`src/rtl/vga_pkg.sv`:
```
// ---------------------------------------------------------------------------
// vga_pkg
// Shared definitions for the VGA capture path: capture FSM state type,
// default 640x480 timing constants (also used by the output timing
// generator) and the grayscale conversion helper.
// ---------------------------------------------------------------------------
package vga_pkg;

    typedef enum logic [2:0] {
        S_IDLE,
        S_WAIT_VS,
        S_V_PORCH,
        S_WAIT_HS,
        S_H_PORCH,
        S_ACTIVE,
        S_DONE
    } cap_state_e;

    localparam int H_ACTIVE_DEF = 640;
    localparam int V_ACTIVE_DEF = 480;
    localparam int H_BP_DEF     = 48;
    localparam int V_BP_DEF     = 33;
    localparam int H_FP_DEF     = 16;
    localparam int H_SYNC_DEF   = 96;
    localparam int V_FP_DEF     = 10;
    localparam int V_SYNC_DEF   = 2;

    localparam int GRAY_SUM_W   = 10;
    localparam int PIX_W        = 8;

    // Luma approximation (r + 2g + b) / 4, truncated. The 10-bit sum holds
    // the worst case 255 + 510 + 255 = 1020, so the top 8 bits are the result.
    function automatic logic [PIX_W-1:0] gray_from_rgb(input logic [7:0] r,
                                                       input logic [7:0] g,
                                                       input logic [7:0] b);
        logic [GRAY_SUM_W-1:0] sum;
        sum = {2'b00, r} + {1'b0, g, 1'b0} + {2'b00, b};
        return sum[GRAY_SUM_W-1 -: PIX_W];
    endfunction

endpackage

```
`src/rtl/vga_frame_capture_if.sv`:
```
// ---------------------------------------------------------------------------
// vga_frame_capture_if
// Frame-buffer write port between the capture block (master) and the frame
// memory (slave).
//   wr_en   : one-clk write strobe
//   wr_addr : linear pixel address, line*H_ACTIVE + pixel
//   wr_data : 8-bit grayscale pixel
// ---------------------------------------------------------------------------
interface vga_frame_capture_if
    import vga_pkg::*;
#(
    parameter int AW = 19
);
    logic             wr_en;
    logic [AW-1:0]    wr_addr;
    logic [PIX_W-1:0] wr_data;

    modport master (output wr_en, output wr_addr, output wr_data);
    modport slave  (input  wr_en, input  wr_addr, input  wr_data);
endinterface

```
`src/rtl/sync_edge_detect.sv`:
```
// ---------------------------------------------------------------------------
// sync_edge_detect
// Two-flop synchronizer for an asynchronous level followed by a one-clk
// rise/fall pulse generator running every clk.
//   i_clk, i_rst_n : clock, asynchronous active-low reset
//   i_async        : asynchronous input level
//   o_rise, o_fall : one-clk pulses on the synchronized level
// ---------------------------------------------------------------------------
module sync_edge_detect #(
    parameter logic RESET_VAL = 1'b1
) (
    input  logic i_clk,
    input  logic i_rst_n,
    input  logic i_async,
    output logic o_rise,
    output logic o_fall
);

    logic r_meta;
    logic r_sync;
    logic r_prev;

    // Reset to the idle level of the (active-low) sync so that releasing
    // reset never fabricates an edge on its own.
    always_ff @(posedge i_clk or negedge i_rst_n) begin
        if (!i_rst_n) begin
            r_meta <= RESET_VAL;
            r_sync <= RESET_VAL;
            r_prev <= RESET_VAL;
        end else begin
            r_meta <= i_async;
            r_sync <= r_meta;
            r_prev <= r_sync;
        end
    end

    assign o_rise = r_sync & ~r_prev;
    assign o_fall = ~r_sync & r_prev;

endmodule

```
`src/rtl/vga_frame_capture.sv`:
```
// ---------------------------------------------------------------------------
// vga_frame_capture
// Captures one armed VGA frame as 8-bit grayscale into a frame buffer.
//   i_clk, i_rst_n          : clock, asynchronous active-low reset
//   i_pix_ce                : one-clk pixel strobe
//   i_vga_hsync/i_vga_vsync : active-low syncs (asynchronous)
//   i_vga_r/g/b             : pixel colour
//   i_arm                   : one-clk pulse, capture the next full frame
//   o_busy                  : armed and not yet finished/aborted
//   o_frame_done            : one-clk pulse after the final write
//   o_err                   : sticky [0] short line, [1] short frame
//   o_fb                    : frame-buffer write port (master)
// ---------------------------------------------------------------------------
module vga_frame_capture
    import vga_pkg::*;
#(
    parameter int H_ACTIVE = H_ACTIVE_DEF,
    parameter int V_ACTIVE = V_ACTIVE_DEF,
    parameter int H_BP     = H_BP_DEF,
    parameter int V_BP     = V_BP_DEF,
    parameter int AW       = 19
) (
    input  logic       i_clk,
    input  logic       i_rst_n,
    input  logic       i_pix_ce,
    input  logic       i_vga_hsync,
    input  logic       i_vga_vsync,
    input  logic [7:0] i_vga_r,
    input  logic [7:0] i_vga_g,
    input  logic [7:0] i_vga_b,
    input  logic       i_arm,
    output logic       o_busy,
    output logic       o_frame_done,
    output logic [1:0] o_err,
    vga_frame_capture_if.master o_fb
);

    localparam int CW = 16;
    localparam logic [CW-1:0] H_LAST   = CW'(H_ACTIVE - 1);
    localparam logic [CW-1:0] V_LAST   = CW'(V_ACTIVE - 1);
    localparam logic [CW-1:0] HBP_LAST = CW'(H_BP - 1);
    localparam logic [CW-1:0] VBP_LAST = CW'(V_BP - 1);

    cap_state_e       r_state,       w_state_nxt;
    logic [CW-1:0]    r_vline,       w_vline_nxt;
    logic [CW-1:0]    r_hcnt,        w_hcnt_nxt;
    logic [CW-1:0]    r_pix,         w_pix_nxt;
    logic [CW-1:0]    r_line,        w_line_nxt;
    logic [AW-1:0]    r_addr,        w_addr_nxt;
    logic [1:0]       r_err,         w_err_nxt;
    logic             r_wr_en,       w_wr_en_nxt;
    logic [AW-1:0]    r_wr_addr,     w_wr_addr_nxt;
    logic [PIX_W-1:0] r_wr_data,     w_wr_data_nxt;
    logic             r_frame_done,  w_frame_done_nxt;

    logic [23:0]      r_rgb_d1;
    logic [23:0]      r_rgb_d2;
    logic [PIX_W-1:0] w_gray;
    logic             w_hs_rise, w_hs_fall;
    logic             w_vs_rise, w_vs_fall;

    sync_edge_detect #(.RESET_VAL(1'b1)) u_hs_sync (
        .i_clk   (i_clk),
        .i_rst_n (i_rst_n),
        .i_async (i_vga_hsync),
        .o_rise  (w_hs_rise),
        .o_fall  (w_hs_fall)
    );

    sync_edge_detect #(.RESET_VAL(1'b1)) u_vs_sync (
        .i_clk   (i_clk),
        .i_rst_n (i_rst_n),
        .i_async (i_vga_vsync),
        .o_rise  (w_vs_rise),
        .o_fall  (w_vs_fall)
    );

    // Colour goes through the same two-stage delay as the syncs, so the
    // pixel seen on a strobe belongs to the same slot as the sync edges.
    always_ff @(posedge i_clk or negedge i_rst_n) begin
        if (!i_rst_n) begin
            r_rgb_d1 <= '0;
            r_rgb_d2 <= '0;
        end else begin
            r_rgb_d1 <= {i_vga_r, i_vga_g, i_vga_b};
            r_rgb_d2 <= r_rgb_d1;
        end
    end

    assign w_gray = gray_from_rgb(r_rgb_d2[23:16], r_rgb_d2[15:8], r_rgb_d2[7:0]);

    always_ff @(posedge i_clk or negedge i_rst_n) begin
        if (!i_rst_n) begin
            r_state      <= S_IDLE;
            r_vline      <= '0;
            r_hcnt       <= '0;
            r_pix        <= '0;
            r_line       <= '0;
            r_addr       <= '0;
            r_err        <= '0;
            r_wr_en      <= 1'b0;
            r_wr_addr    <= '0;
            r_wr_data    <= '0;
            r_frame_done <= 1'b0;
        end else begin
            r_state      <= w_state_nxt;
            r_vline      <= w_vline_nxt;
            r_hcnt       <= w_hcnt_nxt;
            r_pix        <= w_pix_nxt;
            r_line       <= w_line_nxt;
            r_addr       <= w_addr_nxt;
            r_err        <= w_err_nxt;
            r_wr_en      <= w_wr_en_nxt;
            r_wr_addr    <= w_wr_addr_nxt;
            r_wr_data    <= w_wr_data_nxt;
            r_frame_done <= w_frame_done_nxt;
        end
    end

    // Sync-edge aborts take priority over a pixel strobe arriving in the
    // same cycle, so a short line never writes a pixel past its hsync.
    always_comb begin
        w_state_nxt      = r_state;
        w_vline_nxt      = r_vline;
        w_hcnt_nxt       = r_hcnt;
        w_pix_nxt        = r_pix;
        w_line_nxt       = r_line;
        w_addr_nxt       = r_addr;
        w_err_nxt        = r_err;
        w_wr_en_nxt      = 1'b0;
        w_wr_addr_nxt    = r_wr_addr;
        w_wr_data_nxt    = r_wr_data;
        w_frame_done_nxt = 1'b0;

        case (r_state)
            S_IDLE: begin
                if (i_arm) begin
                    w_state_nxt = S_WAIT_VS;
                    w_err_nxt   = '0;
                    w_addr_nxt  = '0;
                    w_line_nxt  = '0;
                    w_hcnt_nxt  = '0;
                    w_pix_nxt   = '0;
                end
            end
            S_WAIT_VS: begin
                if (w_vs_rise) begin
                    w_state_nxt = S_V_PORCH;
                    w_vline_nxt = '0;
                end
            end
            S_V_PORCH: begin
                if (w_hs_fall) begin
                    w_vline_nxt = r_vline + 1'b1;
                    if (r_vline == VBP_LAST) begin
                        w_state_nxt = S_WAIT_HS;
                    end
                end
            end
            S_WAIT_HS: begin
                if (w_vs_fall) begin
                    w_err_nxt   = r_err | 2'b10;
                    w_state_nxt = S_IDLE;
                end else if (w_hs_rise) begin
                    w_state_nxt = S_H_PORCH;
                    w_hcnt_nxt  = '0;
                end
            end
            S_H_PORCH: begin
                if (w_vs_fall) begin
                    w_err_nxt   = r_err | 2'b10;
                    w_state_nxt = S_IDLE;
                end else if (i_pix_ce) begin
                    if (r_hcnt == HBP_LAST) begin
                        w_state_nxt = S_ACTIVE;
                        w_pix_nxt   = '0;
                    end else begin
                        w_hcnt_nxt  = r_hcnt + 1'b1;
                    end
                end
            end
            S_ACTIVE: begin
                if (w_hs_fall || w_vs_fall) begin
                    w_err_nxt   = r_err | {w_vs_fall, w_hs_fall};
                    w_state_nxt = S_IDLE;
                end else if (i_pix_ce) begin
                    w_wr_en_nxt   = 1'b1;
                    w_wr_addr_nxt = r_addr;
                    w_wr_data_nxt = w_gray;
                    w_addr_nxt    = r_addr + 1'b1;
                    if (r_pix == H_LAST) begin
                        w_pix_nxt   = '0;
                        w_line_nxt  = r_line + 1'b1;
                        w_state_nxt = (r_line == V_LAST) ? S_DONE : S_WAIT_HS;
                    end else begin
                        w_pix_nxt   = r_pix + 1'b1;
                    end
                end
            end
            S_DONE: begin
                w_frame_done_nxt = 1'b1;
                w_state_nxt      = S_IDLE;
            end
            default: begin
                w_state_nxt = S_IDLE;
            end
        endcase
    end

    // busy stays up through the frame_done cycle and drops the clk after.
    assign o_busy       = (r_state != S_IDLE) | r_frame_done;
    assign o_frame_done = r_frame_done;
    assign o_err        = r_err;

    assign o_fb.wr_en   = r_wr_en;
    assign o_fb.wr_addr = r_wr_addr;
    assign o_fb.wr_data = r_wr_data;

endmodule

```
`src/flat_wrapper.sv`:
```
// flat-port wrapper written by rule: the top's interface ports become plain ports
module vga_frame_capture_flat import vga_pkg::*;
#(
    parameter int H_ACTIVE = H_ACTIVE_DEF,
    parameter int V_ACTIVE = V_ACTIVE_DEF,
    parameter int H_BP     = H_BP_DEF,
    parameter int V_BP     = V_BP_DEF,
    parameter int AW       = 19
)
  (i_clk, i_rst_n, i_pix_ce, i_vga_hsync, i_vga_vsync, i_vga_r, i_vga_g, i_vga_b, i_arm, o_busy, o_frame_done, o_err, o_fb_wr_en, o_fb_wr_addr, o_fb_wr_data);
  vga_frame_capture_if #(.AW(AW)) o_fb_i ();
  input  logic i_clk;
  input  logic i_rst_n;
  input  logic i_pix_ce;
  input  logic i_vga_hsync;
  input  logic i_vga_vsync;
  input  logic [7:0] i_vga_r;
  input  logic [7:0] i_vga_g;
  input  logic [7:0] i_vga_b;
  input  logic i_arm;
  output logic o_busy;
  output logic o_frame_done;
  output logic [1:0] o_err;
  output wire logic [$bits(o_fb_i.wr_en)-1:0] o_fb_wr_en;
  output wire logic [$bits(o_fb_i.wr_addr)-1:0] o_fb_wr_addr;
  output wire logic [$bits(o_fb_i.wr_data)-1:0] o_fb_wr_data;
  assign o_fb_wr_en = o_fb_i.wr_en;
  assign o_fb_wr_addr = o_fb_i.wr_addr;
  assign o_fb_wr_data = o_fb_i.wr_data;
  vga_frame_capture #(.H_ACTIVE(H_ACTIVE), .V_ACTIVE(V_ACTIVE), .H_BP(H_BP), .V_BP(V_BP), .AW(AW)) u_core (.i_clk(i_clk), .i_rst_n(i_rst_n), .i_pix_ce(i_pix_ce), .i_vga_hsync(i_vga_hsync), .i_vga_vsync(i_vga_vsync), .i_vga_r(i_vga_r), .i_vga_g(i_vga_g), .i_vga_b(i_vga_b), .i_arm(i_arm), .o_busy(o_busy), .o_frame_done(o_frame_done), .o_err(o_err), .o_fb(o_fb_i));
endmodule
```
`config.mk`:
```
export PLATFORM = sky130hd
export DESIGN_NAME = vga_frame_capture_flat
export DESIGN_NICKNAME = d
export VERILOG_FILES = /design/src/rtl/vga_pkg.sv /design/src/rtl/vga_frame_capture_if.sv /design/src/rtl/sync_edge_detect.sv /design/src/rtl/vga_frame_capture.sv /design/src/flat_wrapper.sv
export SDC_FILE = /design/constraint.sdc
export NUM_CORES = 1
export LEC_CHECK = 0
export ABC_AREA = 1
export CAP_MARGIN = 20
export CORE_MARGIN = 2
export CORE_UTILIZATION = 40
export DETAILED_ROUTE_END_ITERATION = 10
export GPL_ROUTABILITY_DRIVEN = 0
export HOLD_SLACK_MARGIN = 0.1
export PLACE_DENSITY = 0.65
export SLEW_MARGIN = 20
export SYNTH_ARGS = -nofsm -noshare
export SYNTH_HDL_FRONTEND = slang
export SYNTH_HIERARCHICAL = 1
export SYNTH_SLANG_ARGS = --single-unit
export TNS_END_PERCENT = 5
```
`constraint.sdc`:
```
create_clock -name i_clk -period 2.1 [get_ports i_clk]
set_input_delay 0.42 -clock i_clk [delete_from_list [all_inputs] [get_ports i_clk]]
set_output_delay 0.42 -clock i_clk [all_outputs]
set_load 0.05 [all_outputs]
```
# Word-level counts from Yosys, hierarchy flattened

Cells that the tools add are included.
Widths: inputs -> output; s select.

Bits in registers: 171
Input bits: 30
Output and inout bits: 32
Logic and storage cells: 134

Add/subtract/negate cells: 7
Equality and inequality tests: 30
Muxes and demuxes: 47
Bitwise gates (word level): 12
Reductions and logical operators: 18

Operator list:

| cell                  | number |
|---|---|
| $mux 16               | 17 |
| $pmux 16 s3           | 2 |
| $add 16x1->16 const B | 4 |
| $pmux 16 s2           | 2 |
| $mux 19               | 3 |
| $mux 3                | 13 |
| $pmux 19 s2           | 1 |
| $eq 16x6->1 const B   | 2 |
| $add 19x1->19 const B | 1 |
| $ne 2x2->1 const B    | 9 |
| $pmux 3 s6            | 1 |
| $eq 16x10->1 const B  | 1 |
| $eq 16x9->1 const B   | 1 |
| $reduce_and 7->1      | 2 |
| $ne 2x1->1 const B    | 6 |
| $reduce_and 4->1      | 3 |
| $reduce_bool 3->1     | 4 |
| $add 10x8->10         | 1 |
| $add 8x9->10          | 1 |
| $eq 3x3->1 const B    | 3 |
| $ne 3x2->1 const B    | 3 |
| $reduce_and 9->1      | 1 |
| $eq 3x2->1 const B    | 2 |
| $mux 2                | 3 |
| 14 further kinds      | 28 |

# Longest topological paths before layout

Gate-level depths: netlist of the first run.

Depth after elaboration: 6
Depth in mapped cells: 12

# By module

The synthesis of the first run kept the hierarchy.

By module, submodules not included:

| module            | times used | cells each | area an instance (µm²) | sequential area each (µm²) |
|---|---|---|---|---|
| vga_frame_capture | 1          | 1092       | 8560.7                 | 4129.0 |
| sync_edge_detect  | 2          | 7          | 93.8                   | 78.8 |

# Worst setup path after synthesis of the first run

Ideal clock, no wire load.

Kind: flip-flop to flip-flop
From: register u_core.r_rgb_d2[1]
To: register u_core.r_wr_data[5], in the netlist u_core/o_fb.wr_data[5]
Library setup time: 0.118 ns
Arrival: 1.854 ns
Data required time: 1.982 ns
Setup slack: 0.128 ns
Cell stages (with the launch flop): 12
Buffers on the path: 0
Cell sequence: dfrtp_1 > inv_1 > fa_1 > inv_1 > nand3_1 > inv_1 > fa_1 > nand4_1 > nand3_1 > xor2_1 > nand2_1 > nand2_1

Longest elaborated chain between the ends: 1

RTL lines:

| what                   | line                     | text |
|---|---|---|
| from (decl)            | vga_frame_capture.sv:57  | `logic [23:0] r_rgb_d2;` |
| from (signal assigned) | vga_frame_capture.sv:86  | `r_rgb_d2 <= r_rgb_d1;` |
| $add 10x8->10          | vga_pkg.sv:37            | `sum = {2'b00, r} + {1'b0, g, 1'b0} + {2'b00, b};` |
| to (signal assigned)   | vga_frame_capture.sv:115 | `r_wr_data <= w_wr_data_nxt;` |
| to (decl)              | vga_frame_capture.sv:53  | `logic [PIX_W-1:0] r_wr_data, w_wr_data_nxt;` |

No other way between the ends.
A chain may end at the register's enable or synchronous reset.

# Worst setup path in the final report of the first run

From: register u_core.r_rgb_d2[5]
To: register u_core.r_wr_data[5], in the netlist u_core/o_fb.wr_data[5]

The elaborated chain is that of the path after synthesis.

==> results of run 1 <==
-- kinds of logic (layout without fill, tap and decap cells) --
logic type / count (synthesis) / in the layout
fa+ha+maj: 21 / 21
xor+xnor: 22 / 22
compound gates: 123 / 123
flops: 171 / 171
simple gates: 634 / 634
buf+inv: 135 / 233
-- per-layer routing --
metal / up-vias / GRT usage, % / wire [µm]
met5: - / 0 / 0
met4: 0 / 4.76 / 236
met3: 17 / 3.02 / 542
met2: 114 / 28.9 / 9450
met1: 3437 / 23.4 / 9070
li1: 3763 / - / -
-- final cells by class --
cell class                      count  share of cell area (%)
Inverter                          110                    3.95
Sequential cell                   171                    40.8
Clock buffer                       20                    4.43
Tap cell                          280                    3.33
Timing Repair Buffer               91                    8.77
Multi-Input combinational cell    800                    37.5
Clock inverter                     12                    1.24
-- state kept, by name, indices dropped and copies added (netlist names) --
register and flops:
u_core/u_hs_sync/r_prev 1, u_core/o_fb.wr_addr 19, u_core/r_rgb_d1 24, u_core/o_fb.wr_en 1
u_core/r_vline 16, u_core/r_rgb_d2 24, u_core/o_err 2, u_core/o_fb.wr_data 8
u_core/u_hs_sync/r_meta 1, u_core/u_vs_sync/r_meta 1, u_core/u_vs_sync/r_prev 1, u_core/r_state 3
u_core/r_line 16, u_core/u_vs_sync/r_sync 1, u_core/o_frame_done 1, u_core/r_hcnt 16
u_core/u_hs_sync/r_sync 1, u_core/r_pix 16, u_core/r_addr 19
-- worst max-delay path: stages, from the launching register on --
cell and delay [ns]:
dfrtp_1 0.39, fa_1 0.50, ha_2 0.40, nand2_1 0.09
or2_2 0.31, nand3_2 0.08, xor2_1 0.14, nand2_1 0.06
nand2_1 0.05
-- power groups by stage --
stage / sequential, mW / combinational (mW) / clock (mW)
floorplan: 4.08 / 1.90 / 0
global placement: 3.83 / 3.04 / 0
detailed placement: 3.83 / 3.07 / 0
CTS: 3.76 / 3.13 / 3.23
global route: 3.76 / 3.58 / 3.37
finish: 3.73 / 3.22 / 3.15
-- worst min-delay path by stage --
stage,start,to,slack [ns],cells after the start
after floorplan,i_rst_n,u_core/o_err[0]$_DFFE_PN0P_,0.12,0
after global placement,u_core/r_rgb_d1[19]$_DFF_PN0_,u_core/r_rgb_d2[19]$_DFF_PN0_,0.33,0
after detailed placement,u_core/r_rgb_d1[10]$_DFF_PN0_,u_core/r_rgb_d2[10]$_DFF_PN0_,0.33,0
after CTS,u_core/r_rgb_d1[5]$_DFF_PN0_,u_core/r_rgb_d2[5]$_DFF_PN0_,0.35,0
after global routing,u_core/r_rgb_d1[20]$_DFF_PN0_,u_core/r_rgb_d2[20]$_DFF_PN0_,0.36,0
final,u_core/r_rgb_d1[21]$_DFF_PN0_,u_core/r_rgb_d2[21]$_DFF_PN0_,0.35,0
-- cell usage in the layout (no fill, tap or decap), types with 23 or more instances in the layout --
cell type	count
nand2_1	302
buf_4	23
nor3_1	29
o21ai_0	65
clkdlybuf4s50_1	58
inv_1	101
nor2_1	143
nand3_1	82
dfrtp_1	162
nand4_1	51
o21ai_1	31
-- timing repair --
item / 4_1_cts / 5_1_grt
setup buffers: 2 / 4
resized for setup: 7 / 7
hold endpoints to repair: 40 / 0
endpoints found under the setup margin: 4 / 6
pin swaps: 1 / 3
hold buffers: 1 / 0
==> impl_metrics.csv, run 1 <==
group,metric,value,unit
run_status,outcome,"completed",
yosys,yosysWarnings,6,
detailed_routing,wl,19300,µm
detailed_routing,drtIter0Drc,490,
sta,fmax,480,MHz
worst_setup_path,startpoint,"u_core/r_rgb_d2[5]$_DFF_PN0_",
worst_setup_path,timing.rr.end,"u_core/o_fb.wr_data[5]$_DFFE_PN0P_",
cells_and_area,drive_above_1_share,9.05,%
sta,worst_pin_slew,0.554,ns
sta,holdWs,0.350,ns
sta,finClkSkew,0.0117,ns
detailed_routing,drt_pass1_iterations,5,
power,p_seq_share,36.9,%
yosys,ys.flop_type,"dfrtp_1",
detailed_routing,wire_per_inst,13.0,µm
yosys,synthDominantCellAreaShare,47.2,%
detailed_routing,viasPerCell,4.94,
global_route,antenna_found_initial,0,
floorplanning,fp.dieH,152,µm
yosys,syn_area_per_cell,7.91,µm²
cells_and_area,seqCellArea,4290,µm²
sta,period_share,99.2,%
yosys,synth_commonest_cells,"302 x nand2_1, 165 x dfrtp_1, 143 x nor2_1, 101 x inv_1, 84 x nand3_1",
sta,grt_setup_unrepaired,"yes",
placed_design,port_buffers,61,
power,ir_drop,0.514,mV
global_route,track_usage,17.3,%
yosys,yosys.area_share.simple,31.4,%
sta,slew_viol_final,0,
power,pwr-share-comb,31.9,%
placed_design,dpl_worst_slack,-0.00613,ns
global_route,grt-ovfl-total,0,
floorplanning,dieArea,23100,µm²
power,total_power,10.1,mW
worst_setup_path,rrSetupSlack,0.02,ns
detailed_routing,vias,7331,
sta,setup_tns,0,ns
worst_setup_path,start_kind,"flip-flop",
yosys,synthArstFlopShare,100,%
worst_setup_path,cp.arrival,2.46,ns
floorplanning,die_x,152,µm
sta,layout_setup_ws,0.0172,ns
sta,finalSetupViolCount,0,
global_route,grt_pass1_wl,33300,µm
yosys,postSynthCellCount,1106,
yosys,yosys.area.top_type,"dfrtp_1",
clocking,clock_sinks,171,
floorplanning,start_util,40.5,%
yosys,ys_ff_latch,171,
cells_and_area,multi_input_area,3950,µm²
power,swShare,36.9,%
worst_setup_path,r2r_cells,8,
cells_and_area,n_antenna_cell,0,
yosys,synth_area_leaders,"dfrtp_1 47%, nand2_1 13%, nor2_1 6.1%, nand3_1 4.8%, inv_1 4.3%",
power,p_per_area,959,nW/µm²
job,max-cap-violations,0,
worst_setup_path,cp-end-kind,"flip-flop",
worst_setup_path,path_max_fanout,4,
power,clockPowerShare,31.2,%
floorplanning,io_pins,62,
yosys,synth_compound_area_share,7.28,%
worst_setup_path,cp-endpoint,"u_core/o_fb.wr_data[5]$_DFFE_PN0P_",
yosys,synth_mux_area_share,0,%
clocking,cts_buffers,17,
detailed_routing,drtAntennaViolNets,0,
clocking,path_clk_slew,0.07,ns
cells_and_area,nets,1242,
power,p_switching,3.73,mW
yosys,synth.most_common_cell,"nand2_1",
yosys,synth_edf_count,0,
worst_setup_path,worstSetupPathType,"reg -> reg",
yosys,synth_area,8750,µm²
clocking,htreeDepth,4,
yosys,yosysUniqueCellTypes,36,
worst_hold_path,hp-class,"reg -> reg",
cells_and_area,final_cell_area,10500,µm²
floorplanning,num_rows,54,
clocking,cts_tree,"yes",
clocking,cts.path.max_buffers,2,
yosys,synthXorXnorAreaFrac,2.20,%
yosys,synthAdderAreaFrac,3.69,%
yosys,ys_seq_area_share,49.0,%
global_route,grt_pass1_vias,6954,
power,p_leak,4.64,nW
cells_and_area,areaGrowthSynthToFinish,20.3,%
sta,finalHoldViolations,0,
cells_and_area,instances_no_fill,1484,
placed_design,dp_hpwl,13800,µm
sta,min_period,2.08,ns
floorplanning,core_area,21600,µm²
cells_and_area,final_core_util,48.7,%
placed_design,dp.cells,1445,
worst_setup_path,reg2reg_from,"u_core/r_rgb_d2[5]$_DFF_PN0_",
clocking,clkLatencyLatePin,0.44,ns
clocking,root_buffer,"clkbuf_16",
yosys,synth_nets,1157,
yosys,synth_top_family_by_area,"simple AND/OR/NAND/NOR gates",
placed_design,placed_cell_area,9820,µm²
detailed_routing,drc,0,
sta,slew_headroom,63.0,%
worst_setup_path,required,2.47,ns
global_route,grt_start_max_net_pins,48,
cells_and_area,fillerInstances,2098,
power,p_int,6.37,mW
Power figures use the tool's default switching activity.
==> inputs of run 2 (changes only) <==
- MAX_ROUTING_LAYER: unset -> met4
==> impl_metrics.csv, run 2 (synthesis gave the netlist of run 1 again) <==
group,metric,value,unit
cells_and_area,areaGrowthSynthToFinish,20.3,%
worst_setup_path,timing.rr.end,"u_core/o_fb.wr_data[5]$_DFFE_PN0P_",
sta,slew_viol_final,0,
sta,min_period,2.08,ns
floorplanning,die_x,152,µm
detailed_routing,drtAntennaViolNets,0,
detailed_routing,viasPerCell,4.94,
placed_design,dp.cells,1445,
worst_setup_path,reg2reg_from,"u_core/r_rgb_d2[5]$_DFF_PN0_",
global_route,grt_pass1_wl,33400,µm
detailed_routing,drc,0,
detailed_routing,wire_per_inst,13.0,µm
sta,finClkSkew,0.0141,ns
sta,grt_setup_unrepaired,"yes",
sta,finalHoldViolations,0,
global_route,antenna_found_initial,0,
floorplanning,io_pins,62,
worst_setup_path,path_max_fanout,4,
floorplanning,num_rows,54,
clocking,clkLatencyLatePin,0.44,ns
worst_setup_path,r2r_cells,8,
floorplanning,core_area,21600,µm²
clocking,cts.path.max_buffers,2,
detailed_routing,drtIter0Drc,542,
worst_hold_path,whs_path_depth,0,
detailed_routing,vias,7325,
worst_hold_path,hp-class,"reg -> reg",
sta,worst_pin_slew,0.556,ns
floorplanning,start_util,40.5,%
cells_and_area,layout_common_cells,"302 x nand2_1, 162 x dfrtp_1, 143 x nor2_1",
worst_setup_path,crit_slowest_cell,"fa_1",
clocking,cts_buffers,17,
cells_and_area,final_common_cell,"nand2_1",
detailed_routing,drt_pass1_iterations,5,
global_route,grt-ovfl-total,0,
worst_setup_path,crit_chain,"fa_1 -> ha_2 -> nand2_1 -> or2_2 -> nand3_2 -> xor2_1 -> nand2_1 -> nand2_1",
worst_setup_path,required,2.47,ns
placed_design,placed_cell_area,9820,µm²
cells_and_area,drive_above_1_share,9.05,%
global_route,track_usage,17.9,%
worst_hold_path,hp-start,"u_core/r_rgb_d1[21]$_DFF_PN0_",
power,p_leak,4.64,nW
worst_setup_path,cp.arrival,2.45,ns
global_route,grt_pass1_vias,6959,
sta,period_share,99.0,%
clocking,path_clk_slew,0.07,ns
placed_design,dpl_worst_slack,-0.00613,ns
worst_setup_path,start_kind,"flip-flop",
worst_setup_path,worstSetupPathType,"reg -> reg",
worst_setup_path,cp-end-kind,"flip-flop",
cells_and_area,n_antenna_cell,0,
power,p_per_area,960,nW/µm²
clocking,htreeDepth,4,
job,max-cap-violations,0,
cells_and_area,instances_no_fill,1484,
global_route,grt_start_max_net_pins,48,
worst_setup_path,path_common_cell,"nand2_1",
sta,slew_headroom,62.8,%
floorplanning,dieArea,23100,µm²
worst_hold_path,holdPathEnd,"u_core/r_rgb_d2[21]$_DFF_PN0_",
sta,layout_setup_ws,0.0209,ns
sta,fmax,481,MHz
clocking,root_buffer,"clkbuf_16",
cells_and_area,final_cell_area,10500,µm²
placed_design,port_buffers,61,
floorplanning,fp.dieH,152,µm
cells_and_area,largestRegisters,"u_core/r_rgb_d1 x24, u_core/r_rgb_d2 x24",
clocking,cts_tree,"yes",
cells_and_area,nets,1242,
sta,finalSetupViolCount,0,
detailed_routing,wl,19300,µm
worst_setup_path,rrSetupSlack,0.02,ns
placed_design,dp_hpwl,13800,µm
worst_setup_path,cpPeakStageDelay,0.50,ns
clocking,clock_sinks,171,
run_status,outcome,"completed",
power,ir_drop,0.515,mV
run 2: cell counts in the layout (fill, tap and decap cells not counted):
No cell type changed its count.
run 2: repair_timing:
item,CTS,global route
resized for setup,7,7
setup endpoints to repair,4,6
pin swaps,1,3
hold endpoints to repair,40,0
buffers inserted,2,4
hold buffers,1,0
run 2: cell type report:
cell class	instances	area [µm²]
clock inverter	12	130
fill	2098	11100
multi-input combinational	800	3950
clock buffer	20	467
inverter	110	415
sequential	171	4290
timing repair buffer	91	923
tap	280	350
run 2: power breakdown:
group / switching, mW / internal [mW]
registers: 0.188 / 3.54
logic: 2.16 / 1.06
clock network: 1.38 / 1.76
total: 3.74 / 6.37
run 2: critical path: cells and delay by family (launching register included):
kind | cells | cell delay, ns
adder cells (fa/ha/maj) | 2 | 0.90
AND/OR/NAND/NOR | 5 | 0.58
XOR/XNOR | 1 | 0.14
flip-flops | 1 | 0.39
run 2: per-layer routing:
| metal | share of wire (%) | vias to the layer above | global-route usage (%) | wire, µm |
|---|---|---|---|---|
| met5 | 0 | - | - | 0 |
| met1 | 47 | 3428 | 23.5 | 9110 |
| met4 | 1.1 | 0 | 4.76 | 216 |
| met3 | 2.6 | 18 | 2.99 | 502 |
| met2 | 49 | 118 | 28.9 | 9500 |
| li1 | - | 3761 | - | - |
run 2: how the worst max path moves through the flow:
stage	cells past startpoint	to	slack, ns	start
after global routing	8	u_core/o_fb.wr_data[5]$_DFFE_PN0P_	-0.04	u_core/r_rgb_d2[5]$_DFF_PN0_
final	8	u_core/o_fb.wr_data[5]$_DFFE_PN0P_	0.02	u_core/r_rgb_d2[5]$_DFF_PN0_
after floorplan	11	u_core/o_fb.wr_data[5]$_DFFE_PN0P_	0.13	u_core/r_rgb_d2[1]$_DFF_PN0_
after CTS	8	u_core/o_fb.wr_data[5]$_DFFE_PN0P_	0.001	u_core/r_rgb_d2[5]$_DFF_PN0_
after detailed placement	11	u_core/o_fb.wr_data[5]$_DFFE_PN0P_	-0.006	u_core/r_rgb_d2[1]$_DFF_PN0_
after global placement	11	u_core/o_fb.wr_data[5]$_DFFE_PN0P_	0.01	u_core/r_rgb_d2[1]$_DFF_PN0_
run 2: through the flow:
| step | utilization, % | TNS (ns) | hold slack (ns) | power, mW |
|---|---|---|---|---|
| floorplan | - | 0 | 0.124 | 5.98 |
| global placement | 45.4 | 0 | 0.334 | 6.87 |
| detailed placement | 45.4 | -0.00613 | 0.335 | 6.90 |
| CTS | 48.4 | 0 | 0.350 | 10.1 |
| global route | 48.7 | -0.0389 | 0.358 | 10.7 |
| finish | 48.7 | 0 | 0.349 | 10.1 |
